===== config.mk =====
export PLATFORM = sky130hd
export DESIGN_NAME = pc_sequencer_flat
export DESIGN_NICKNAME = d
export VERILOG_FILES = /design/src/rtl/pc_sequencer_if.sv /design/src/rtl/pc_sequencer.sv /design/src/flat_wrapper.sv
export SDC_FILE = /design/constraint.sdc
export NUM_CORES = 1
export LEC_CHECK = 0
export CAP_MARGIN = 10
export CORE_MARGIN = 2
export CORE_UTILIZATION = 55
export DETAILED_ROUTE_END_ITERATION = 8
export PLACE_DENSITY_LB_ADDON = 0.25
export SLEW_MARGIN = 20
export SYNTH_ARGS = -nofsm -noshare
export SYNTH_HDL_FRONTEND = slang
export SYNTH_SLANG_ARGS = --single-unit
export TNS_END_PERCENT = 30

===== constraint.sdc =====
create_clock -name clk -period 4.48 [get_ports clk]
set_input_delay 0.448 -clock clk [delete_from_list [all_inputs] [get_ports clk]]
set_output_delay 0.448 -clock clk [all_outputs]
set_load 0.1 [all_outputs]

===== src/rtl/pc_sequencer_if.sv =====
// rtl/pc_sequencer_if.sv - redirect controls in, fetch address and RAS status out
interface pc_sequencer_if #(
   parameter int ADDR_W = 32,
   parameter int OFF_W  = 16
);
   logic              stall;
   logic              branch_taken;
   logic [OFF_W-1:0]  branch_off;
   logic              jump;
   logic [ADDR_W-1:0] jump_target;
   logic              call;
   logic              ret;
   logic              exc;
   logic              eret;
   logic [ADDR_W-1:0] pc;
   logic [ADDR_W-1:0] pc_plus;
   logic [ADDR_W-1:0] epc;
   logic              ras_empty;
   logic              ras_full;
   logic              ras_err;

   modport master (
      output stall, branch_taken, branch_off, jump, jump_target, call, ret, exc, eret,
      input  pc, pc_plus, epc, ras_empty, ras_full, ras_err
   );

   modport slave (
      input  stall, branch_taken, branch_off, jump, jump_target, call, ret, exc, eret,
      output pc, pc_plus, epc, ras_empty, ras_full, ras_err
   );
endinterface


===== src/rtl/pc_sequencer.sv =====
// rtl/pc_sequencer.sv - program counter with stall, branch/jump, circular RAS and EPC
module pc_sequencer #(
   parameter int                ADDR_W    = 32,
   parameter int                INC       = 4,
   parameter int                OFF_W     = 16,
   parameter int                RAS_DEPTH = 4,
   parameter logic [ADDR_W-1:0] RESET_VEC = '0,
   parameter logic [ADDR_W-1:0] EXC_VEC   = ADDR_W'('h80)
) (
   input logic           clk,
   input logic           reset,
   pc_sequencer_if.slave bus
);
   localparam int SH    = $clog2(INC);
   localparam int PTR_W = $clog2(RAS_DEPTH);
   localparam int CNT_W = $clog2(RAS_DEPTH + 1);
   localparam logic [ADDR_W-1:0] ALIGN_MASK = ~ADDR_W'(INC - 1);
   localparam logic [CNT_W-1:0]  CNT_MAX    = CNT_W'(RAS_DEPTH);

   logic [ADDR_W-1:0] pc_q, pc_d;
   logic [ADDR_W-1:0] epc_q, epc_d;
   logic [PTR_W-1:0]  ptr_q, ptr_d;
   logic [CNT_W-1:0]  cnt_q, cnt_d;
   logic              err_q, err_d;
   logic [ADDR_W-1:0] ras_mem_q [RAS_DEPTH];
   logic [ADDR_W-1:0] ras_mem_d [RAS_DEPTH];

   logic [ADDR_W-1:0]       pc_plus;
   logic signed [OFF_W-1:0] off_s;
   logic [ADDR_W-1:0]       off_ext;
   logic [ADDR_W-1:0]       br_target;
   logic [ADDR_W-1:0]       ras_top;

   assign pc_plus   = pc_q + ADDR_W'(INC);
   assign off_s     = bus.branch_off;
   assign off_ext   = ADDR_W'(off_s);
   assign br_target = pc_plus + (off_ext << SH);
   // ptr_q names the next free slot, so the top of stack sits one below it
   assign ras_top   = ras_mem_q[ptr_q - PTR_W'(1)];

   always_comb begin
      pc_d      = pc_q;
      epc_d     = epc_q;
      ptr_d     = ptr_q;
      cnt_d     = cnt_q;
      err_d     = err_q;
      ras_mem_d = ras_mem_q;
      if (bus.exc) begin
         pc_d  = EXC_VEC;
         epc_d = pc_q;
      end else if (bus.stall) begin
         pc_d = pc_q;
      end else if (bus.eret) begin
         pc_d = epc_q;
      end else if (bus.ret) begin
         if (cnt_q != '0) begin
            pc_d  = ras_top;
            ptr_d = ptr_q - PTR_W'(1);
            cnt_d = cnt_q - CNT_W'(1);
         end else begin
            pc_d  = pc_plus;
            err_d = 1'b1;
         end
      end else if (bus.jump) begin
         pc_d = bus.jump_target & ALIGN_MASK;
         if (bus.call) begin
            // a full stack wraps onto its oldest entry; depth saturates
            ras_mem_d[ptr_q] = pc_plus;
            ptr_d            = ptr_q + PTR_W'(1);
            if (cnt_q != CNT_MAX) begin
               cnt_d = cnt_q + CNT_W'(1);
            end
         end
      end else if (bus.branch_taken) begin
         pc_d = br_target;
      end else begin
         pc_d = pc_plus;
      end
   end

   always_ff @(posedge clk) begin
      if (reset) begin
         pc_q  <= RESET_VEC;
         epc_q <= '0;
         ptr_q <= '0;
         cnt_q <= '0;
         err_q <= 1'b0;
      end else begin
         pc_q  <= pc_d;
         epc_q <= epc_d;
         ptr_q <= ptr_d;
         cnt_q <= cnt_d;
         err_q <= err_d;
      end
   end

   always_ff @(posedge clk) begin
      ras_mem_q <= ras_mem_d;
   end

   assign bus.pc        = pc_q;
   assign bus.pc_plus   = pc_plus;
   assign bus.epc       = epc_q;
   assign bus.ras_empty = (cnt_q == '0);
   assign bus.ras_full  = (cnt_q == CNT_MAX);
   assign bus.ras_err   = err_q;
endmodule


===== src/flat_wrapper.sv =====
// flat-port wrapper written by rule: the top's interface ports become plain ports
module pc_sequencer_flat 
#(
   parameter int                ADDR_W    = 32,
   parameter int                INC       = 4,
   parameter int                OFF_W     = 16,
   parameter int                RAS_DEPTH = 4,
   parameter logic [ADDR_W-1:0] RESET_VEC = '0,
   parameter logic [ADDR_W-1:0] EXC_VEC   = ADDR_W'('h80)
)
  (clk, reset, bus_stall, bus_branch_taken, bus_branch_off, bus_jump, bus_jump_target, bus_call, bus_ret, bus_exc, bus_eret, bus_pc, bus_pc_plus, bus_epc, bus_ras_empty, bus_ras_full, bus_ras_err);
  pc_sequencer_if #(.ADDR_W(ADDR_W), .OFF_W(OFF_W)) bus_i ();
  input logic clk;
  input logic reset;
  input wire logic [$bits(bus_i.stall)-1:0] bus_stall;
  input wire logic [$bits(bus_i.branch_taken)-1:0] bus_branch_taken;
  input wire logic [$bits(bus_i.branch_off)-1:0] bus_branch_off;
  input wire logic [$bits(bus_i.jump)-1:0] bus_jump;
  input wire logic [$bits(bus_i.jump_target)-1:0] bus_jump_target;
  input wire logic [$bits(bus_i.call)-1:0] bus_call;
  input wire logic [$bits(bus_i.ret)-1:0] bus_ret;
  input wire logic [$bits(bus_i.exc)-1:0] bus_exc;
  input wire logic [$bits(bus_i.eret)-1:0] bus_eret;
  output wire logic [$bits(bus_i.pc)-1:0] bus_pc;
  output wire logic [$bits(bus_i.pc_plus)-1:0] bus_pc_plus;
  output wire logic [$bits(bus_i.epc)-1:0] bus_epc;
  output wire logic [$bits(bus_i.ras_empty)-1:0] bus_ras_empty;
  output wire logic [$bits(bus_i.ras_full)-1:0] bus_ras_full;
  output wire logic [$bits(bus_i.ras_err)-1:0] bus_ras_err;
  assign bus_i.stall = bus_stall;
  assign bus_i.branch_taken = bus_branch_taken;
  assign bus_i.branch_off = bus_branch_off;
  assign bus_i.jump = bus_jump;
  assign bus_i.jump_target = bus_jump_target;
  assign bus_i.call = bus_call;
  assign bus_i.ret = bus_ret;
  assign bus_i.exc = bus_exc;
  assign bus_i.eret = bus_eret;
  assign bus_pc = bus_i.pc;
  assign bus_pc_plus = bus_i.pc_plus;
  assign bus_epc = bus_i.epc;
  assign bus_ras_empty = bus_i.ras_empty;
  assign bus_ras_full = bus_i.ras_full;
  assign bus_ras_err = bus_i.ras_err;
  pc_sequencer #(.ADDR_W(ADDR_W), .INC(INC), .OFF_W(OFF_W), .RAS_DEPTH(RAS_DEPTH), .RESET_VEC(RESET_VEC), .EXC_VEC(EXC_VEC)) u_core (.clk(clk), .reset(reset), .bus(bus_i));
endmodule

==> summary.txt, run 1 <==
maxcap violations = 0
clk_lat worst skew = 0.44 ns
DIE WIDTH = 142 µm
fin area = 13200 µm²
crit start category = flop
Fin. Hold Viols = 0
total routed wirelength = 31700 µm
Setup TNS = 0 ns
Synth Area in Adders = 5.13%
Boundary Pins = 156
fin nets = 1158
Worst Tran Pin Value = 1.11 ns
PwrDens = 317 nW/µm²
CTS sink count = 198
average wire per standard cell = 24.3 µm
area of the multi-input gates = 5280 µm²
Area contributors post-synth = edfxtp_1, dfxtp_1, mux4_2
maximum fanout along the worst path = 8
Synth Net Count = 1016
Synth top cells by count = edfxtp_1, nor2_1, dfxtp_1
synthesized area per cell = 11.5 µm²
total grt overflow = 0
# diodes = 0
# rows = 50
Synth Instances = 917
largest family of logic cells by synthesized area = compound AO/OA/AOI/OAI gates
clk_skew = 0.0142 ns
layout cells sized above 1 = 17.7%
Pre-Repair DR Iteration Count = 7
die span in y = 142 µm
slowest stage cell, crit path = ha_2
Synth Area in Simple Gates = 11.7%
CP Class = reg2reg
fmax = 239 MHz
Top FF cell, synth = edfxtp_1
Clk pin slew, worst setup/hold paths = 0.07 ns
register area = 5280 µm²
complex-gate fraction of the synthesized area = 15.0%
max-slew violation count = 0
initial antenna violation count = 0
leak pwr = 4.96 nW
min Tclk post-route = 4.18 ns
sequential element share of the synthesized area = 49.8%
asr flop ratio synth = 0%
first-pass GRT wire length = 47200 µm
Post-CTS Hold Buffers = 0
Port Buf Inserts = 153
worst min path class = in2reg
multiplexer area fraction after synthesis = 10.6%
VDD IR-drop max = 278 µV
RSZ-0062 raised after global routing = no
DRC viols = 0
GP Congestion = 0.945
CTS-repair resized insts = 0
status = finished clean
Yosys cell types = 76
XOR/XNOR Fraction of Synth Area = 4.41%
htree depth = 4
slew margin rel. = 24.2%
Clock Path Buffers = 2
CTS Buf Count = 17
Fillers = 1382
dpl hpwl = 22700 µm
largest area contributor in the netlist = edfxtp_1
core area = 18800 µm²
Tot GR Track Use = 31.6%
vias in the first global route = 7832
vias per cell = 6.46
CP arrival = 4.55 ns
Post-CTS Setup Bufs = 0
crit share post-route = 93.3%
CTS tree = built
Die Area = 20300 µm²
Final ANT Viol Nets = 0
Area growth, synth to finish = 25.2%
CP endpoint kind = flop
cell with the most instances after synthesis = edfxtp_1
DRT iter0 DRCs = 853
largest net degree at the start of global routing = 52
Power Total = 0.00417 W
Worst Path Required = 4.84 ns
# setup viols final = 0
Post-synth EDFFs = 128
YS warnings = 0
placed instance area = 12600 µm²
Initial Util = 56.1%
Yosys top cell area share = 36.5%
CP Cell Sequence = ha_1 -> nand3_1 -> nor2_2 -> nand3_1 -> nor2_2 -> and3_1 -> xor2_4 -> ha_2 -> nand2_4 -> nor3_4 -> nand3_1 -> a211oi_2 -> o21ai_2 -> o32ai_2 -> nor3_1 -> o41a_1 -> a211oi_2
root buf cell = clkbuf_16
detailed-route via count = 8437
Worst path most repeated cell = nand3_1
Synth Cell Area = 10500 µm²
Yosys reg bits = 198
CP peak stage delay = 0.46 ns
layer usage:
metal  vias to the layer above  global-route usage, %  part of all wire [%]
met3                        26                   7.54                    11
li1                       3793                      -                     -
met5                         -                      0                     0
met1                      4122                   47.3                    43
met2                       496                   47.2                    44
met4                         0                   6.98                   1.4
stage by stage:
stage               std cells  setup WS, ns  hold slack [ns]  utilization, %
floorplan                 917        -0.218            0.522               -
global placement         1274         0.260            0.474            67.3
detailed placement       1274         0.200            0.480            67.3
finish                   1306         0.299            0.471            70.2
CTS                      1306         0.189            0.479            70.2
global route             1306        0.0520            0.472            70.2
worst max-delay path, delay by kind of cell, from the launching register on:
kind | cells | cell delay [ns]
compound gates | 5 | 1.32
xor+xnor | 1 | 0.14
flops | 1 | 0.38
fa+ha+maj | 2 | 0.67
simple gates | 9 | 1.59
logic make-up (layout without fill, tap and decap cells):
group                    after synthesis  in the layout
AO/OA/AOI/OAI                        220            220
XOR/XNOR                              53             53
adder cells (fa/ha/maj)               42             42
buffers and inverters                 83            238
flip-flops                           198            198
multiplexers                          72             72
AND/OR/NAND/NOR                      249            249
layout by cell type (no fill, tap or decap), drive strengths merged, types with 4 or more instances in the layout:
| cell | count |
|---|---|
| o211ai | 4 |
| mux2i | 40 |
| mux4 | 32 |
| nand3 | 25 |
| nor2 | 87 |
| a221o | 23 |
| clkbuf | 18 |
| a21oi | 60 |
| o21bai | 5 |
| buf | 54 |
| a211o | 5 |
| and2 | 8 |
| a31oi | 6 |
| a22oi | 8 |
| ha | 40 |
| a21o | 19 |
| nand4 | 16 |
| xnor2 | 36 |
| and3 | 14 |
| clkdlybuf4s50 | 130 |
| clkinv | 4 |
| inv | 31 |
| nor3 | 22 |
| o22ai | 4 |
| nand2 | 48 |
| a211oi | 11 |
| dfxtp | 70 |
| and4 | 4 |
| o21ai | 29 |
| nand2b | 5 |
| or2 | 4 |
| o21a | 5 |
| or3 | 6 |
| a221oi | 15 |
| xor2 | 17 |
| edfxtp | 128 |
| nor2b | 4 |
power breakdown:
group	switching [W]	internal [W]
Combinational	0.000499	0.000246
Clock	0.000720	0.000729
Sequential	0.0000321	0.00195
Total	0.00125	0.00292
layout make-up:
class | instances | share of cell area, %
clock buffers | 18 | 3.26
inverters | 22 | 0.627
multi-input cells | 636 | 40.0
repair buffers | 184 | 12.9
well taps | 234 | 2.22
flip-flops and latches | 198 | 40.1
clock inverters | 14 | 0.864
final timing paths:
| kind | startpoint | to | slack [ns] | cells past startpoint |
|---|---|---|---|---|
| max | u_core.bus.pc[2] | u_core.bus.pc[31] | 0.30 | 17 |
| min | bus_exc | u_core.bus.epc[5] | 0.47 | 3 |
| max reg2reg | u_core.bus.pc[2] | u_core.bus.pc[31] | 0.30 | 17 |
| min reg2reg | u_core.bus.ras_err | u_core.bus.ras_err | 0.50 | 2 |
sequential cells by signal (all words and copies together), names as in the netlist:
| signal | flops |
|---|---|
| u_core.bus.epc | 32 |
| u_core.bus.pc | 32 |
| u_core.cnt_q | 3 |
| u_core.ras_mem_q | 128 |
| u_core.bus.ras_err | 1 |
| u_core.ptr_q | 2 |
No activity file was read; power rests on OpenSTA's default activity.
==> inputs of run 2 (changes only) <==
--- a/config.mk
+++ b/config.mk
@@ -9,6 +9,6 @@
 export CORE_MARGIN = 2
-export CORE_UTILIZATION = 55
+export CORE_UTILIZATION = 59
 export DETAILED_ROUTE_END_ITERATION = 8
 export PLACE_DENSITY_LB_ADDON = 0.25
-export SLEW_MARGIN = 20
+export SLEW_MARGIN = 25
 export SYNTH_ARGS = -nofsm -noshare
==> constraint.sdc (replaced) <==
create_clock -name clk -period 4.9 [get_ports clk]
set_input_delay 0.49 -clock clk [delete_from_list [all_inputs] [get_ports clk]]
set_output_delay 0.49 -clock clk [all_outputs]
set_load 0.05 [all_outputs]
==> run 2 against run 1 <==
Global-route usage increased by 1.9 points. Utilization grew 5.1 points. Clock power about the same. Total power down 8.4%. First-iteration DRC count up 23%. Register-to-register slack improved by 0.14 ns. Via count is 1.3% higher. Maximum frequency is 6.3% lower. Cell count unchanged. Wire length fell by 2.4%. Sequential share of layout area increased by 0.077 points. Critical endpoint unchanged.
==> summary.txt, run 2 (synthesized netlist as in run 1, its figures left out) <==
fin nets = 1167 (+0.78%)
first-pass GRT wire length = 46200 µm (-2.0%)
CTS tree = built
Port Buf Inserts = 153 (unchanged)
leak pwr = 4.87 nW (-1.9%)
CP endpoint kind = flop
# diodes = 0 (unchanged)
layout cells sized above 1 = 12.6% (-5.1 points)
CTS-repair resized insts = 0 (unchanged)
crit share post-route = 91.1% (-2.2 points)
vias per cell = 6.55 (+1.3%)
area of the multi-input gates = 4990 µm² (-5.5%)
DP Cell Count = 1274 (unchanged)
Worst Path Required = 5.27 ns (+0.43 ns)
reg2reg setup slack = 0.44 ns (+0.14 ns)
Fin. Hold Viols = 0 (unchanged)
path depth of the worst reg2reg path = 17 (unchanged)
RSZ-0062 raised after global routing = no
most frequent cells in the layout = clkdlybuf4s50_1, edfxtp_1, nor2_1
crit start category = flop
Worst Tran Pin Value = 1.01 ns (-0.103 ns)
detailed-route via count = 8550 (+1.3%)
core area = 17400 µm² (-7.5%)
CTS Buf Count = 17 (unchanged)
initial antenna violation count = 0 (unchanged)
Post-CTS Hold Buffers = 0 (unchanged)
CP arrival = 4.83 ns (+0.28 ns)
clk_skew = 0.0130 ns (-0.00121 ns)
maxcap violations = 0 (unchanged)
total grt overflow = 0 (unchanged)
Pre-Repair DR Iteration Count = 6 (-1)
Setup TNS = 0 ns (unchanged)
vias in the first global route = 7865 (+0.42%)
DIE WIDTH = 138 µm (-3.4%)
status = finished clean
VDD IR-drop max = 265 µV (-4.6%)
total routed wirelength = 31000 µm (-2.4%)
root buf cell = clkbuf_16
DRT iter0 DRCs = 1046 (+23%)
dpl hpwl = 22100 µm (-2.4%)
Tot GR Track Use = 33.5% (+1.9 points)
min Tclk post-route = 4.46 ns (+0.282 ns)
largest net degree at the start of global routing = 53 (+1.9%)
most common cell after layout, fill and taps aside = clkdlybuf4s50_1
Die Area = 18900 µm² (-6.6%)
r2r startpoint = u_core.bus.pc[3]
CP Class = reg2reg
CTS sink count = 198 (unchanged)
PwrDens = 293 nW/µm² (-7.6%)
register area = 5250 µm² (-0.66%)
Boundary Pins = 156 (unchanged)
max reg flops = 128 (unchanged)
GP Congestion = 0.962 (+1.8%)
fmax = 224 MHz (-6.3%)
FF-to-FF End = u_core.bus.pc[31]
Final ANT Viol Nets = 0 (unchanged)
Post-CTS Setup Bufs = 0 (unchanged)
die span in y = 138 µm (-3.4%)
Initial Util = 60.7% (+4.6 points)
Endpoint, Worst Hold = u_core.bus.epc[4]
htree depth = 4 (unchanged)
DRC viols = 0 (unchanged)
max-slew violation count = 0 (unchanged)
maximum fanout along the worst path = 7 (-1)
hold_sp = bus_exc
Area growth, synth to finish = 24.1%
# setup viols final = 0 (unchanged)
Clk pin slew, worst setup/hold paths = 0.08 ns (about the same)
Reg with most FFs = u_core.ras_mem_q
clk_lat worst skew = 0.45 ns (about the same)
hold path cells = 3 (unchanged)
# rows = 48 (-4.0%)
Fillers = 1154 (-16%)
worst min path class = in2reg
Clock Path Buffers = 2 (unchanged)
CP Launch Point = u_core.bus.pc[3]
average wire per standard cell = 23.7 µm (-2.4%)
Layout Cells excl Fill = 1306 (unchanged)
slew margin rel. = 31.2% (+7.1 points)
-- run 2: cell count changes in the layout (fill, tap and decap cells not counted), sizes merged --
cell / change
clkbuf: -1
buf: -12
clkdlybuf4s50: +21
clkinv: +5
inv: -3
clkinvlp: -1
-- run 2: layer usage --
metal | routed length [µm] | track usage (%)
met1 | 13300 | 51.0
met2 | 13900 | 50.1
met3 | 3250 | 5.52
met4 | 522 | 8.08
met5 | 0 | 0
-- run 2: worst max-delay path by stage --
stage / endpoint / slack (ns) / depth (start not counted)
floorplan: u_core.bus.pc[31] / 0.11 / 15
global placement: u_core.bus.pc[31] / 0.59 / 17
detailed placement: u_core.bus.pc[31] / 0.52 / 17
CTS: u_core.bus.pc[31] / 0.50 / 17
global route: u_core.bus.pc[31] / 0.08 / 17
finish: u_core.bus.pc[31] / 0.44 / 17
-- run 2: cell type report --
class / count / share of cell area (%)
clock buffer: 17 / 3.26
timing repair buffer: 193 / 14.1
sequential: 198 / 40.2
multi-input combinational: 636 / 38.2
clock inverter: 15 / 1.50
inverter: 22 / 0.632
tap: 225 / 2.15
-- run 2: metrics by stage --
stage	power (W)	setup WS (ns)	utilization, %	cell area, µm²	hold WS, ns
3_3_place_gp	0.00242	0.589	71.7	12400	0.454
4_1_cts	0.00381	0.505	75.3	13100	0.412
2_1_floorplan	0.00221	0.115	-	10600	0.522
3_5_place_dp	0.00242	0.516	71.7	12400	0.473
6_report	0.00382	0.437	75.3	13100	0.414
5_1_grt	0.00393	0.0778	75.3	13100	0.436
-- run 2: where the power goes --
group | total [W] | internal [W] | switching, W
registers | 0.00181 | 0.00178 | 0.0000237
clock network | 0.00143 | 0.000702 | 0.000725
logic | 0.000591 | 0.000224 | 0.000367
-- run 2: critical path, stage by stage, from the launching register on --
cell and delay, ns:
dfxtp_1 0.42, ha_1 0.21, nand3_1 0.14, nor2_1 0.25
nand3_1 0.22, nor2_1 0.37, and3_1 0.25, xor2_2 0.29
ha_1 0.36, nand2_4 0.11, nor3_4 0.21, nand3_1 0.14
a211oi_2 0.22, o21ai_2 0.12, o32ai_2 0.40, nor3_1 0.08
o41a_1 0.38, a211oi_2 0.20
==> inputs of run 3 (changes only) <==
ABC_CLOCK_PERIOD_IN_PS = 4900   (was default)
CORE_MARGIN = default   (was 2)
==> run 3 against run 2 <==
Die area down 2.9%. Clock skew decreased by 0.0025 ns. Sequential power about the same.
==> summary.txt, run 3 (synthesized netlist as in run 1, its figures left out) <==
DRC viols = 0 (unchanged)
Internal Power = 0.00268 W (-0.86%)
VDD IR-drop max = 242 µV (-8.7%)
CP arrival = 4.80 ns (-0.03 ns)
# rows = 48 (unchanged)
clk_skew = 0.0104 ns (-0.00254 ns)
# diodes = 0 (unchanged)
CP Class = reg2reg
max reg flops = 128 (unchanged)
RSZ-0062 raised after global routing = no
met3 WL = 3260 µm (+0.18%)
fmax = 225 MHz (+0.34%)
# setup viols final = 0 (unchanged)
crit share post-route = 90.8% (-0.31 points)
min Tclk post-route = 4.45 ns (-0.0152 ns)
Worst Path Required = 5.25 ns (-0.02 ns)
Final ANT Viol Nets = 0 (unchanged)
worst min path class = in2reg
Area growth, synth to finish = 23.1%
htree depth = 4 (unchanged)
sw power = 0.00107 W (-4.5%)
Die Area = 18400 µm² (-2.9%)
clk_lat worst skew = 0.44 ns (about the same)
clock network fraction of design power = 36.3% (-1.0 points)
Clock Path Buffers = 2 (unchanged)
Hold WS = 0.426 ns (+0.0120 ns)
core area = 17400 µm² (unchanged)
Metal-1 WL = 13100 µm (-1.8%)
Switching Share = 28.4% (-0.77 points)
total routed wirelength = 30000 µm (-3.1%)
CTS-repair resized insts = 0 (unchanged)
CP endpoint kind = flop
vias per cell = 6.46 (-1.3%)
CTS sink count = 198 (unchanged)
Post-CTS Hold Buffers = 0 (unchanged)
PwrDens = 289 nW/µm² (-1.1%)
Worst Tran Pin Value = 0.983 ns (-0.0223 ns)
Initial Util = 60.7% (unchanged)
DRT iter0 DRCs = 892 (-15%)
CTS tree = built
root buf cell = clkbuf_16
Fin. Hold Viols = 0 (unchanged)
area of the multi-input gates = 4980 µm² (-0.13%)
die span in y = 136 µm (-1.5%)
dpl hpwl = 21600 µm (-2.3%)
CTS Buf Count = 17 (unchanged)
most common cell after layout, fill and taps aside = clkdlybuf4s50_1
Reg with most FFs = u_core.ras_mem_q
largest net degree at the start of global routing = 53 (unchanged)
Setup TNS = 0 ns (unchanged)
GP Congestion = 0.945 (-1.8%)
status = finished clean
layout cells sized above 1 = 12.2% (-0.42 points)
maximum fanout along the worst path = 7 (unchanged)
slew margin rel. = 34.4% (+3.1 points)
Final WS setup = 0.452 ns (+0.0152 ns)
initial antenna violation count = 0 (unchanged)
Post-CTS Setup Bufs = 0 (unchanged)
DR WL met2 = 13100 µm (-5.5%)
fin nets = 1163 (-0.34%)
Seq pwr share = 48.2% (+1.0 points)
register area = 5250 µm² (unchanged)
Tot GR Track Use = 33.6% (+0.14 points)
leak pwr = 4.82 nW (-1.1%)
DP Worst Slack = 0.474 ns (-0.0421 ns)
crit start category = flop
Port Buf Inserts = 153 (unchanged)
Clk pin slew, worst setup/hold paths = 0.08 ns (about the same)
total grt overflow = 0 (unchanged)
Boundary Pins = 156 (unchanged)
DIE WIDTH = 136 µm (-1.5%)
Fillers = 1221 (+5.8%)
top sig layer = met4
first-pass GRT wire length = 45400 µm (-1.9%)
Gate power share = 15.5% (about the same)
Pre-Repair DR Iteration Count = 5 (-1)
max-slew violation count = 0 (unchanged)
average wire per standard cell = 23.0 µm (-2.8%)
vias in the first global route = 7905 (+0.51%)
detailed-route via count = 8410 (-1.6%)
maxcap violations = 0 (unchanged)
most frequent cells in the layout = clkdlybuf4s50_1, edfxtp_1, nor2_1
[run 3: cell count changes in the layout (fill, tap and decap cells not counted)]
| cell | delta |
|---|---|
| inv_12 | -1 |
| nor3_4 | -1 |
| clkinv_1 | +1 |
| inv_8 | +2 |
| inv_6 | +1 |
| clkinvlp_4 | +2 |
| nor3_2 | +1 |
| buf_12 | -2 |
| buf_4 | -2 |
| clkinv_8 | -5 |
[run 3: through the flow]
| step | instances | cell area, µm² | total power (W) | utilization [%] |
|---|---|---|---|---|
| after floorplan | 917 | 10600 | 0.00221 | - |
| after global placement | 1270 | 12400 | 0.00241 | 71.3 |
| after detailed placement | 1270 | 12400 | 0.00241 | 71.3 |
| after CTS | 1302 | 13000 | 0.00375 | 74.7 |
| after global routing | 1302 | 13000 | 0.00386 | 74.7 |
| final | 1302 | 13000 | 0.00375 | 74.7 |
[run 3: final cells by class]
class	count	share of cell area, %
Clock buffer	17	3.28
Clock inverter	15	1.15
Inverter	22	0.637
Multi-Input combinational cell	636	38.4
Sequential cell	198	40.5
Tap cell	225	2.17
Timing Repair Buffer	189	13.8
[run 3: layer usage]
metal  GRT usage, %  vias up
li1               -     3809
met2           48.7      477
met5              0        -
met4           9.68        0
met1           49.5     4075
met3           8.75       49
[run 3: critical path, cell delays in order (launching register included)]
cell	delay, ns
dfxtp_1	0.44
ha_1	0.22
nand3_1	0.14
nor2_1	0.26
nand3_1	0.20
nor2_1	0.35
and3_1	0.25
xor2_2	0.30
ha_1	0.36
nand2_4	0.11
nor3_4	0.21
nand3_1	0.12
a211oi_2	0.22
o21ai_2	0.12
o32ai_2	0.38
nor3_1	0.08
o41a_1	0.39
a211oi_2	0.21
[run 3: power groups by stage]
stage / clock network (W) / registers [W] / logic (W)
after floorplan: 0 / 0.00189 / 0.000325
after global placement: 0 / 0.00184 / 0.000562
after detailed placement: 0 / 0.00184 / 0.000567
after CTS: 0.00137 / 0.00181 / 0.000571
after global routing: 0.00143 / 0.00181 / 0.000616
final: 0.00136 / 0.00181 / 0.000582
[run 3: worst paths after layout]
path	start	end	slack, ns	cells past startpoint
worst max register to register	u_core.bus.pc[3]	u_core.bus.pc[31]	0.45	17
worst min register to register	u_core.bus.ras_err	u_core.bus.ras_err	0.50	2
worst min-delay path	bus_exc	u_core.bus.ras_err	0.43	4
worst max-delay path	u_core.bus.pc[3]	u_core.bus.pc[31]	0.45	17
==> RTL edit 1 (settings of run 1) <==
Reset style: asynchronous (`reset`), changed in one clocked block.
--- a/src/rtl/pc_sequencer.sv
+++ b/src/rtl/pc_sequencer.sv
@@ -79,5 +79,5 @@
    end
 
-   always_ff @(posedge clk) begin
+   always_ff @(posedge clk or posedge reset) begin
       if (reset) begin
          pc_q  <= RESET_VEC;
Formal check against the unedited RTL: not equivalent (a bounded check fails within 4 cycles, from zero or initial values and one cycle with reset high; the reset may be asserted at any time).
==> RTL edit 1 against run 1 <==
  * Setup slack better by 42 ps
  * Synthesized area up 2.5%
  * Sequential cell count did not move
  * Clock skew fell by 3.2 ps
  * Global-route usage shrank 2.2 points
  * Wire length fell by 5.6%
  * Hold slack worse by 18 ps
  * Design area grew 2.6%
  * Critical endpoint is now u_core.bus.pc[31]
Power is not compared: it rests on default switching activity, and its combinational part moved more than twofold at a synthesized area within 25%.
==> RTL edit 1: results (changes against run 1) <==
Route:
- The routed via count is 8373 (-0.76%).
- The number of design-rule violations left by the first detailed-router iteration is 609 (-29%).
- The post-route met1 wirelength came to 12300 um (-11%).
- The total length of routed wires is 29900 um (-5.6%).
- The met3 layer wire length in the routed design is 2490 um (-29%).
- The routed length per instance is 22.3 um (-8.3%).

Global routing:
- The first-pass GRT wire length is 45500 um (-3.6%).
- The met3 layer usage reported by global route is 5.36% (-2.2 points).
- The met1 usage is 39.8% (-7.5 points).
- The via count of the first global-routing pass came to 8220 (+5.0%).
- The global routing usage summed across all routing layers is 29.4% (-2.2 points).
- The maximum number of pins on one net before global-route repair is 66 (+27%).

Setup path:
- The launch point of the worst reg-to-reg path is u_core.bus.pc[2].
- The worst reg2reg path endpoint is u_core.bus.pc[31].
- The maximum net fanout on the critical path was 9 (+1).
- Tracing the worst setup path back leads to its startpoint at u_core.bus.pc[2].
- The arrival time reported for the critical path endpoint was 4440 ps (-110 ps).

Placed design:
- The pre-CTS setup slack came to 364 ps (+164 ps).
- The post-detailed-placement half-perimeter wirelength came to 20000 um (-12%).
- The placed standard-cell area is 0.0130 mm2 (+2.6%).
- The count of placed standard cells including taps is 1313 (+3.1%).
- The global placer's final weighted congestion is 0.947 (+0.22%).

Worst hold path:
- The startpoint identified for the worst hold timing path is bus_stall.
- The capture endpoint of the worst hold path is u_core.bus.pc[1].

Synth:
- The sequential share of the synthesized area is 51.9% (+2.1 points).
- Sorting the synthesized cells by area gives the leading types as sky130_fd_sc_hd__edfxtp_1, sky130_fd_sc_hd__dfrtp_1, sky130_fd_sc_hd__mux4_2.
- The commonest cells after synthesis are sky130_fd_sc_hd__edfxtp_1, sky130_fd_sc_hd__nor2_1, sky130_fd_sc_hd__a21oi_1, sky130_fd_sc_hd__dfrtp_1, sky130_fd_sc_hd__nand2_1.
- The share of the synthesized netlist area taken by xor and xnor gates was 4.06% (-0.35 points).
- The fraction of the mapped netlist area in adder cells is 5.01% (-0.12 points).
- The proportion of register bits with asynchronous set or reset after synthesis is 35.4% (+35 points).
- The compound-gate portion of the synthesized area is 14.0% (-0.93 points).
- The post-synth net total was 1023 (+0.69%).
- The number of cells produced by synthesis was 924 (+0.76%).

Cells and area:
- The final layout net count is 1166 (+0.69%).
- The share of cells above drive strength 1 was 18.7% (+0.98 points).

STA:
- The fmax is 242 MHz (+1.0%).
- The worst clock skew on the final layout is 10.9 ps (-3.24 ps).
- The transition at the pin with the smallest max-transition slack came to 993 ps (-116 ps).

Outcome:
- The run finished with clean final reports.
[RTL edit 1: changes by cell type after synthesis, moves of 6 or more]
cell and change:
sky130_fd_sc_hd__o221ai_1 +20, sky130_fd_sc_hd__dfrtp_1 +70, sky130_fd_sc_hd__a21oi_1 +24, sky130_fd_sc_hd__nand2_1 +8, sky130_fd_sc_hd__o21ai_0 +6, sky130_fd_sc_hd__clkbuf_1 -9, sky130_fd_sc_hd__nand4_1 -9, sky130_fd_sc_hd__nor2b_1 +6
sky130_fd_sc_hd__dfxtp_1 -70, sky130_fd_sc_hd__inv_1 +13, sky130_fd_sc_hd__mux2_2 +30, sky130_fd_sc_hd__a221o_1 -20, sky130_fd_sc_hd__mux2i_1 -35
[RTL edit 1: cell type report]
type / instances / area, um2
repair buffers: 174 / 1670
inverters: 35 / 136
clock buffers: 21 / 440
clock inverters: 11 / 125
fillers: 1413 / 5810
flip-flops and latches: 198 / 5620
well taps: 265 / 332
multi-input cells: 641 / 5200
==> RTL edit 2 (config.mk and constraints of run 1) <==
Made on the original files. `INC` is set to 4 in 2 places; all go to 2.
--- a/src/rtl/pc_sequencer.sv
+++ b/src/rtl/pc_sequencer.sv
@@ -2,5 +2,5 @@
 module pc_sequencer #(
    parameter int                ADDR_W    = 32,
-   parameter int                INC       = 4,
+   parameter int                INC       = 2,
    parameter int                OFF_W     = 16,
    parameter int                RAS_DEPTH = 4,
--- a/src/flat_wrapper.sv
+++ b/src/flat_wrapper.sv
@@ -3,5 +3,5 @@
 #(
    parameter int                ADDR_W    = 32,
-   parameter int                INC       = 4,
+   parameter int                INC       = 2,
    parameter int                OFF_W     = 16,
    parameter int                RAS_DEPTH = 4,
Function: changed (Yosys sat finds a counterexample within 4 cycles, from zero or initial values and one cycle with reset high).
==> RTL edit 2 against run 1 <==
  * Synthesized area shrank 0.42%
  * Wire length decreased by 6.2%
  * Clock power is 5% higher
  * Count of clock-buffer cells in the layout stayed put
  * Setup slack better by 48 ps
  * Power up 0.83%
  * Critical path type unchanged
  * Critical endpoint is now u_core.bus.pc[23]
  * Design area is 2.0% higher
  * Sequential cell count is the same
==> RTL edit 2: results (changes against run 1) <==
Outcome:
- The run finished with clean final reports.

STA:
- The worst max-slew margin expressed relative to the limit came to 28.8% (+4.7 points).
- The worst clock skew on the final layout came to 15.8 ps (+1.63 ps).

Global routing:
- The first-pass GRT wire length is 45600 um (-3.4%).
- The via count of the first global-routing pass is 8124 (+3.7%).
- The global routing usage summed across all routing layers is 29.9% (-1.7 points).
- The maximum number of pins on one net before global-route repair was 63 (+21%).

CTS:
- The worst-skew pair later-pin latency is 440 ps (about the same).
- The quantity of gates resized following cts is 0 (unchanged).

Synth:
- The sequential share of the synthesized area is 50.0% (+0.21 points).
- The mean instance size in the synthesized netlist is 11.5 um2 (+0.13%).
- The post-synth net total is 1013 (-0.30%).
- The count of unique library cells instantiated by Yosys is 65 (-14%).
- After synthesis, the most frequently instantiated cells are sky130_fd_sc_hd__edfxtp_1, sky130_fd_sc_hd__nor2_1, sky130_fd_sc_hd__a21oi_1, sky130_fd_sc_hd__dfxtp_1, sky130_fd_sc_hd__nand2_1.
- By area the synthesized netlist is led by sky130_fd_sc_hd__edfxtp_1, sky130_fd_sc_hd__dfxtp_1, sky130_fd_sc_hd__mux4_2.
- The number of warning messages in the yosys log is 0 (unchanged).

Power:
- The static leakage is 4.98 nW (+0.27%).
- The worst vdd rail ir drop came to 0.280 mV (+0.83%).

Route:
- The number of design-rule violations left by the first detailed-router iteration was 786 (-7.9%).
- The routed length per instance came to 22.8 um (-6.0%).
- The total length of routed wires is 29700 um (-6.2%).
- The per-cell via count in the routed design is 6.36 (-1.6%).
- The detailed-route DRC error count is 0 (unchanged).

Setup path:
- The worst register-to-register path ends at u_core.bus.pc[23].
- The maximum net fanout on the critical path is 7 (-1).
- The slowest cell on the critical path is sky130_fd_sc_hd__dfxtp_2.
- On the critical path the largest part of the delay comes from compound AO/OA/AOI/OAI gates.
- The internal reg-to-reg setup slack came to 350 ps (+50 ps).
- The maximum cell stage delay along the critical path is 400 ps (-60 ps).
- The depth of the most critical reg-to-reg path is 15 (-2).
- The arrival time reported for the critical path endpoint is 4420 ps (-130 ps).
- In this run the critical register-to-register path is launched from u_core.bus.pc[4].

Placed design:
- The global placer's final weighted congestion was 0.943 (-0.21%).
- The placed standard-cell area came to 0.0129 mm2 (+1.9%).
- The number of buffers inserted by port buffering was 154 (+0.65%).
- The pre-CTS setup slack was 436 ps (+236 ps).
- The post-detailed-placement half-perimeter wirelength is 20600 um (-9.2%).

Worst hold path:
- The hold path startpoint is u_core.bus.ras_err.
- The worst hold path stage count came to 2 (-1).
- For hold timing, the worst endpoint is u_core.bus.ras_err.
- The tightest min-delay check is of the flip-flop to flip-flop type.

Cells and area:
- The share of cells above drive strength 1 is 18.5% (+0.78 points).
- Relative to the synthesized area, the layout overhead comes to 28.2%.
==> RTL edit 2: cell count changes in the layout (fill, tap and decap cells not counted), sizes merged, moves of 7 or more <==
cell	before	now
a21oi	60	76
a221o	23	30
inv	31	39
a221oi	15	22
==> RTL edit 2: cells by family (layout without fill, tap and decap cells) <==
group | Yosys count | count (layout) | share of synthesized area (%)
mux | 72 | 72 | 10.7
buf+inv | 85 | 243 | 3.20
flops | 198 | 198 | 50.0
compound gates | 222 | 222 | 15.3
fa+ha+maj | 44 | 44 | 5.39
simple gates | 238 | 238 | 10.7
xor+xnor | 53 | 53 | 4.57
==> RTL edit 2: how the worst max path moves through the flow <==
stage | start | endpoint | slack (ps) | cells past startpoint
final | u_core.bus.pc[4] | u_core.bus.pc[23] | 350 | 15
after global routing | u_core.bus.pc[4] | u_core.bus.pc[23] | 60 | 15
after CTS | u_core.bus.pc[1] | u_core.bus.pc[30] | 390 | 15
after floorplan | u_core.bus.pc[21] | u_core.bus.pc[31] | 0.5 | 10
after detailed placement | u_core.bus.pc[14] | u_core.bus.pc[31] | 440 | 16
after global placement | u_core.bus.pc[14] | u_core.bus.pc[31] | 470 | 16
==> RTL edit 2: per-layer routing <==
layer	share of wire [%]	global-route usage [%]
met4	2.2	9.84
met1	42	41.0
met5	0	0
met2	49	49.6
met3	6.9	4.10
==> RTL edit 2: area by class of cell <==
class / instances / area (um2)
Clock inverter: 14 / 140
Clock buffer: 18 / 429
Inverter: 32 / 120
Multi-Input combinational cell: 629 / 5430
Timing Repair Buffer: 179 / 1710
Sequential cell: 198 / 5310
Fill cell: 1300 / 5270
Tap cell: 234 / 293
==> RTL edit 2: stage by stage <==
| stage | power (mW) | hold slack, ps |
|---|---|---|
| detailed placement | 2.72 | 473 |
| global route | 4.33 | 504 |
| CTS | 4.22 | 490 |
| floorplan | 2.51 | 522 |
| global placement | 2.72 | 468 |
| finish | 4.21 | 478 |
==> RTL edit 2: power by group <==
part	leakage, nW	internal [mW]	total [mW]	switching (mW)
Combinational	2.93	0.246	0.716	0.471
Sequential	1.77	1.94	1.97	0.0302
Clock	0.280	0.785	1.52	0.735
Total	4.98	2.97	4.21	1.24
